### src/rtl/rx_lane_deskew.sv
// rx_lane_deskew: buffers each active lane in a small FIFO and releases lane-aligned words once all lanes agree on COM.
// Optional saturating failure counter is built when RX_DESKEW_STATS_EN is defined.
module rx_lane_deskew #(
    parameter int unsigned LANES    = 16,
    parameter int unsigned DEPTH    = 8,
    parameter int unsigned MAX_SKEW = 6
) (
    input  logic               clk,
    input  logic               reset,
    input  logic [LANES-1:0]   inValid,
    input  logic [8*LANES-1:0] inData,
    input  logic [LANES-1:0]   inDataK,
    input  logic [4:0]         numberOfDetectedLanes,
    output logic               outValid,
    output logic [8*LANES-1:0] outData,
    output logic [LANES-1:0]   outDataK,
    output logic               deskewed,
    output logic               skewError,
    output logic [7:0]         skewErrorCount
);
    localparam int unsigned AW = $clog2(DEPTH);
    localparam int unsigned PW = AW + 1;
    localparam int unsigned CW = $clog2(MAX_SKEW + 2);
    localparam logic [8:0]  COM = 9'h1BC;

    typedef enum logic [1:0] {IDLE, SEARCH, ALIGNED} state_t;
    state_t state, nextState;

    logic [8:0]    mem   [LANES][DEPTH];
    logic [PW-1:0] wrPtr [LANES];
    logic [PW-1:0] rdPtr [LANES];
    logic [8:0]    head  [LANES];
    logic [4:0]    prevLanes;
    logic          skewRun;
    logic [CW-1:0] skewCnt;
    logic [CW-1:0] curCnt;

    logic [LANES-1:0] active, empty, full, headIsCom, holdCom, wrEn, pop;
    logic laneOk, overflowAny, laneChange, allNonEmpty, allCom, anyCom;
    logic allComAligned, anyComAligned, skewStart, timeout;
    logic flush, err, nextValid;
    logic [8*LANES-1:0] nextData;
    logic [LANES-1:0]   nextK;

    // Per-lane FIFO status and COM detection at the head
    always_comb begin
        for (int unsigned i = 0; i < LANES; i++) begin
            active[i]    = i < 32'(numberOfDetectedLanes);
            empty[i]     = wrPtr[i] == rdPtr[i];
            full[i]      = (wrPtr[i][AW] != rdPtr[i][AW]) && (wrPtr[i][AW-1:0] == rdPtr[i][AW-1:0]);
            head[i]      = mem[i][rdPtr[i][AW-1:0]];
            headIsCom[i] = head[i] == COM;
            holdCom[i]   = active[i] && !empty[i] && headIsCom[i];
            wrEn[i]      = active[i] && inValid[i] && !full[i];
        end
    end

    assign laneOk        = (numberOfDetectedLanes != 5'd0) && (32'(numberOfDetectedLanes) <= LANES);
    assign overflowAny   = |(active & inValid & full);
    assign laneChange    = numberOfDetectedLanes != prevLanes;
    assign allNonEmpty   = &(~active | ~empty);
    assign allCom        = &(~active | holdCom);
    assign anyCom        = |holdCom;
    assign allComAligned = &(~active | headIsCom);
    assign anyComAligned = |(active & headIsCom);
    assign skewStart     = skewRun || anyCom;
    assign curCnt        = skewRun ? skewCnt : '0;
    assign timeout       = skewStart && !allCom && (curCnt > CW'(MAX_SKEW));

    // State register, lane-count history and skew window counter
    always_ff @(posedge clk) begin
        if (reset) begin
            state     <= IDLE;
            prevLanes <= '0;
            skewRun   <= 1'b0;
            skewCnt   <= '0;
        end else begin
            state     <= nextState;
            prevLanes <= numberOfDetectedLanes;
            if (flush || state != SEARCH || nextState != SEARCH) begin
                skewRun <= 1'b0;
                skewCnt <= '0;
            end else if (skewStart) begin
                skewRun <= 1'b1;
                skewCnt <= (curCnt == CW'(MAX_SKEW + 1)) ? curCnt : curCnt + CW'(1);
            end
        end
    end

    // Next state, flush and error, in event priority order
    always_comb begin
        nextState = state;
        flush     = 1'b0;
        err       = 1'b0;
        if (!laneOk) begin
            nextState = IDLE;
            flush     = 1'b1;
        end else if (state == IDLE) begin
            nextState = SEARCH;
            flush     = 1'b1;
        end else if (overflowAny) begin
            nextState = SEARCH;
            flush     = 1'b1;
            err       = 1'b1;
        end else if (laneChange) begin
            nextState = SEARCH;
            flush     = 1'b1;
        end else begin
            case (state)
                SEARCH: begin
                    if (allCom) begin
                        nextState = ALIGNED;
                    end else if (timeout) begin
                        flush = 1'b1;
                        err   = 1'b1;
                    end
                end
                ALIGNED: begin
                    if (allNonEmpty && anyComAligned && !allComAligned) begin
                        nextState = SEARCH;
                        flush     = 1'b1;
                        err       = 1'b1;
                    end
                end
                default: ;
            endcase
        end
    end

    // Pop selection and the next output word
    always_comb begin
        pop       = '0;
        nextValid = 1'b0;
        nextData  = '0;
        nextK     = '0;
        if (!flush) begin
            case (state)
                SEARCH: begin
                    pop       = allCom ? active : (active & ~empty & ~headIsCom);
                    nextValid = allCom;
                end
                ALIGNED: begin
                    pop       = allNonEmpty ? active : '0;
                    nextValid = allNonEmpty;
                end
                default: ;
            endcase
        end
        for (int unsigned i = 0; i < LANES; i++) begin
            if (nextValid && active[i]) begin
                nextData[8*i +: 8] = head[i][7:0];
                nextK[i]           = head[i][8];
            end
        end
    end

    // FIFO pointers; a flush also drops the symbol written in that cycle
    always_ff @(posedge clk) begin
        for (int unsigned i = 0; i < LANES; i++) begin
            if (reset || flush) begin
                wrPtr[i] <= '0;
                rdPtr[i] <= '0;
            end else begin
                if (wrEn[i]) wrPtr[i] <= wrPtr[i] + PW'(1);
                if (pop[i])  rdPtr[i] <= rdPtr[i] + PW'(1);
            end
        end
    end

    always_ff @(posedge clk) begin
        for (int unsigned i = 0; i < LANES; i++) begin
            if (wrEn[i]) mem[i][wrPtr[i][AW-1:0]] <= {inDataK[i], inData[8*i +: 8]};
        end
    end

    always_ff @(posedge clk) begin
        if (reset) begin
            outValid  <= 1'b0;
            outData   <= '0;
            outDataK  <= '0;
            deskewed  <= 1'b0;
            skewError <= 1'b0;
        end else begin
            outValid  <= nextValid;
            outData   <= nextData;
            outDataK  <= nextK;
            deskewed  <= nextState == ALIGNED;
            skewError <= err;
        end
    end

`ifdef RX_DESKEW_STATS_EN
    always_ff @(posedge clk) begin
        if (reset) begin
            skewErrorCount <= 8'h00;
        end else if (err && skewErrorCount != 8'hFF) begin
            skewErrorCount <= skewErrorCount + 8'd1;
        end
    end
`else
    assign skewErrorCount = 8'h00;
`endif

endmodule
### config.mk
export PLATFORM = sky130hd
export DESIGN_NAME = rx_lane_deskew
export DESIGN_NICKNAME = d
export VERILOG_FILES = /design/src/rtl/rx_lane_deskew.sv
export SDC_FILE = /design/constraint.sdc
export NUM_CORES = 2
export LEC_CHECK = 0
export BUFFER_PORTS_ARGS = -buffer_cell sky130_fd_sc_hd__buf_2
export CORE_ASPECT_RATIO = 1.4
export CORE_MARGIN = 2
export CORE_UTILIZATION = 45
export CTS_CLUSTER_DIAMETER = 40
export DETAILED_ROUTE_END_ITERATION = 7
export SLEW_MARGIN = 10
export SYNTH_ARGS = -nofsm -noshare
export SYNTH_HDL_FRONTEND = slang
export SYNTH_SLANG_ARGS = --single-unit
export TNS_END_PERCENT = 50
### constraint.sdc
create_clock -name clk -period 5.1 [get_ports clk]
set_clock_uncertainty 0.05 [all_clocks]
set_input_delay 0.255 -clock clk [delete_from_list [all_inputs] [get_ports clk]]
set_output_delay 0.255 -clock clk [all_outputs]
set_load 0.1 [all_outputs]
==> results.rst <==
.. list-table::
   :header-rows: 1

   * - Metric
     - Value
   * - DRT antenna net count
     - 0
   * - Number of max-cap violations
     - 0
   * - Number of hold violations in the final report
     - 0
   * - Time the final worst path needs with I/O delays and setup
     - approximately 4.8 ns
   * - Largest delay contributor family on the critical path
     - simple AND/OR/NAND/NOR gates
   * - Total Wirelength
     - between 100000 and 150000 um
   * - Highest net fanout along the worst path
     - 24
   * - Sinks on Clock Net
     - ~1400
   * - Filler Cells Inserted
     - 10030
   * - Most prevalent standard cell on the critical path
     - buf_4
   * - Sum Neg Setup Slack
     - 0 ns
   * - Worst relative slew slack
     - 0.2053
   * - Unrepaired setup endpoints after global routing
     - false
   * - Clock tree root driver cell
     - clkbuf_16
   * - Final GP Congestion
     - about 0.83
   * - Share of post-route cells with drive strength above 1
     - 0.2821
   * - Worst-Skew Late Latency
     - ~0.8 ns
   * - Flip-flop cell with the highest count after synthesis
     - edfxtp_1
   * - Post-Synthesis Mean Instance Area
     - 18.14 um^2
   * - Sort of element at the start of the critical path
     - register
   * - Initial cell density of the core
     - 0.4520
   * - Global-route wire length before repair
     - 206400 um
   * - Max Slew Vio Count
     - 0
   * - Average routed wire per standard cell
     - ~25 um
   * - Longest individual stage delay on the worst path
     - 0.71 ns
   * - Initial detailed-routing violation count
     - ~2500
   * - IR drop worst, VDD
     - between 300 and 400 uV
   * - Global-route total usage across every layer
     - 0.2149
   * - Number of synthesized register bits
     - between 1000 and 1500
   * - Setup violators final
     - 0
   * - Register area share after synthesis
     - 0.7234
   * - Inserted Clock Buffers
     - between 150 and 200
   * - Full die area
     - about 130000 um^2
   * - Most common library cell in the layout ignoring fill and taps
     - edfxtp_1
   * - Final instance area
     - between 60000 and 70000 um^2
   * - Vias per inst
     - approximately 5.5
   * - I/O pins
     - ~320
   * - Cell at the slowest stage of the critical path
     - edfxtp_1
   * - Count of vias placed by the detailed router
     - between 30000 and 40000
   * - Unique masters post-synth
     - 76
   * - CTS H-tree depth
     - 4
   * - Cell-by-cell listing of the critical path
     - mux4_2 > mux2i_1 > nor4bb_1 > a31oi_1 > a2111oi_2 > nand4_2 > o211ai_4 > nand4_1 > buf_4 > buf_4 > nor3b_1
   * - Largest net degree at the start of global routing
     - 77
   * - Data required time of the worst path
     - approximately 5.7 ns
   * - Outcome
     - complete, no violations
   * - Count of flip-flops with a built-in enable after synthesis
     - between 1000 and 1500
   * - Final global-route overflow total
     - 0
   * - Via count of the first global-routing pass
     - around 32000
   * - Layout Nets
     - around 4000
   * - CTS clock-pin slew for the worst setup and hold paths
     - roughly 0.060 ns
   * - Post-synthesis instance area
     - between 50000 and 60000 um^2
   * - Total buffers and inverters traversed by the critical path
     - 2
   * - Die width
     - between 300 and 400 um
   * - Area Growth Syn to Fin
     - 19.62%
   * - Core box area
     - approximately 130000 um^2
   * - Number of instances in the synthesized netlist
     - around 3200
   * - Count of yosys warnings during synthesis
     - 0
   * - Peak Freq
     - just over 0.2 GHz
   * - Total cell area at the placement stage
     - 61370 um^2
   * - DPL Wire Length
     - around 96000 um
   * - Die outline height
     - approximately 430 um
   * - # DRC
     - 0
   * - Type of the worst setup path
     - register to register
   * - Antenna violations before repair
     - 24
   * - Num rows
     - about 160
   * - Tightest hold margin
     - ~0.080 ns
   * - Clock Path Buffers
     - 3
   * - Power density over the cells
     - between 300 and 400 nW/um^2
   * - Leakage power summed over all cells
     - between 20 and 25 nW
   * - Worst-margin pin slew
     - about 1.2 ns
   * - Fin worst setup slack
     - ~0.28 ns
   * - Portion of the clock cycle consumed by the worst path in the final layout
     - 0.9448
   * - Arr. time, crit path
     - between 5 and 6 ns
   * - TritonRoute pass-1 iters
     - 5
   * - Place WS
     - between 0.015 and 0.02 ns
   * - Clock tree from TritonCTS
     - done
   * - Highest-count cells in the layout ignoring fill and taps
     - edfxtp_1 (1280), buf_2 (313), mux4_2 (286), nor3_1 (271)
   * - Fraction of registers with async set or reset after synthesis
     - 0
   * - I/O Buffers
     - roughly 310
   * - Endpoint type of the worst setup path
     - register
   * - Worst Hold Class
     - input pin to register
[sequential cells by signal, summed over array words and instances (netlist names)]
register / count
deskewed: 1
mem: 1152
outData: 128
outDataK: 16
outValid: 1
prevLanes: 5
rdPtr: 64
skewCnt: 3
skewError: 1
skewRun: 1
state: 2
wrPtr: 64
[cell usage after synthesis, types with 17 or more instances]
| cell | instances | area share |
|---|---|---|
| buf_2 | 54 | 0.0047 |
| buf_4 | 51 | 0.0067 |
| buf_6 | 18 | 0.0035 |
| clkbuf_1 | 43 | 0.0028 |
| dfxtp_1 | 158 | 0.055 |
| edfxtp_1 | 1280 | 0.67 |
| ha_1 | 37 | 0.0081 |
| inv_1 | 43 | 0.0028 |
| mux2i_1 | 132 | 0.023 |
| mux4_2 | 286 | 0.11 |
| nand2_1 | 61 | 0.0040 |
| nand2b_1 | 48 | 0.0052 |
| nand3_1 | 56 | 0.0049 |
| nand4_1 | 56 | 0.0061 |
| nor2_1 | 148 | 0.0097 |
| nor2b_1 | 20 | 0.0022 |
| nor3_1 | 276 | 0.024 |
| nor3_2 | 20 | 0.0035 |
| nor3b_1 | 19 | 0.0025 |
| nor4_1 | 17 | 0.0018 |
| o21ai_0 | 23 | 0.0020 |
| or2_2 | 19 | 0.0021 |
| xnor2_1 | 72 | 0.011 |
| xor2_1 | 61 | 0.0093 |
[per-layer routing]
metal	global-route usage	vias to the layer above	share of wire
li1	-	13960	-
met1	0.2726	15940	0.40
met2	0.3753	907	0.51
met3	0.04224	220	0.060
met4	0.06324	24	0.021
met5	0	-	0.0011
[worst reg2reg max path: cells and delay by family, from the launching register on]
| family | cells | cell delay, ns |
|---|---|---|
| and+or+nand+nor | 4 | 1.39 |
| AOI/OAI and AO/OA | 3 | 1.13 |
| muxes | 2 | 0.87 |
| DFF | 1 | 0.71 |
| buffers and inverters | 2 | 0.58 |
[layout make-up]
| type | instances | area [um^2] | area share |
|---|---|---|---|
| Timing Repair Buffer | 642 | 4586 | 0.06667 |
| Clock inverter | 93 | 1119 | 0.01626 |
| Clock buffer | 209 | 4382 | 0.06370 |
| Inverter | 43 | 161.4 | 0.002347 |
| Sequential cell | 1438 | 41600 | 0.6048 |
| Antenna cell | 6 | 15.01 | 0.0002183 |
| Multi-Input combinational cell | 1520 | 14860 | 0.2160 |
| Tap cell | 1648 | 2062 | 0.02998 |
[cell families (layout without fill, tap and decap cells)]
kind of cell               count (synthesis)  in the layout  synth area share
xor gates and xnor gates                 133            133           0.02026
other                                      1             14        0.00006521
adders and majority gates                 37             37          0.008051
DFF                                     1438           1438            0.7234
muxes                                    433            433            0.1379
and+or+nand+nor                          799            799           0.07531
AOI/OAI and AO/OA                        110            110           0.01380
buffers and inverters                    219            987           0.02117
[report_power, final]
group          internal (mW)  switching [mW]
Combinational          0.291           0.486
Sequential              12.9          0.0236
Clock                   6.83            4.90
[repair_timing]
action                                   CTS  global route
buffers inserted                           2            23
resized for setup                          0             2
endpoints found under the setup margin     3           134
hold buffers                             163             0
cloned                                     0             0
hold endpoints to repair                1216             0
[through the flow]
stage / util / total power [mW] / std cells
2_1_floorplan: - / 13.47 / 3177
3_3_place_gp: 0.4824 / 13.80 / 5103
3_5_place_dp: 0.4824 / 13.81 / 5103
4_1_cts: 0.5386 / 25.64 / 5570
5_1_grt: 0.5406 / 26.13 / 5596
6_report: 0.5407 / 25.41 / 5599
[final timing paths]
kind                     start           to  slack, ns  depth (start not counted)
setup reg to reg  rdPtr[0][24]  outData[54]       0.28                         11
setup / recovery  rdPtr[0][24]  outData[54]       0.28                         11
hold / removal     inValid[13]    skewError       0.08                          6
hold reg to reg     skewCnt[1]   skewCnt[1]       0.45                          2
Power figures use the tool's default switching activity.
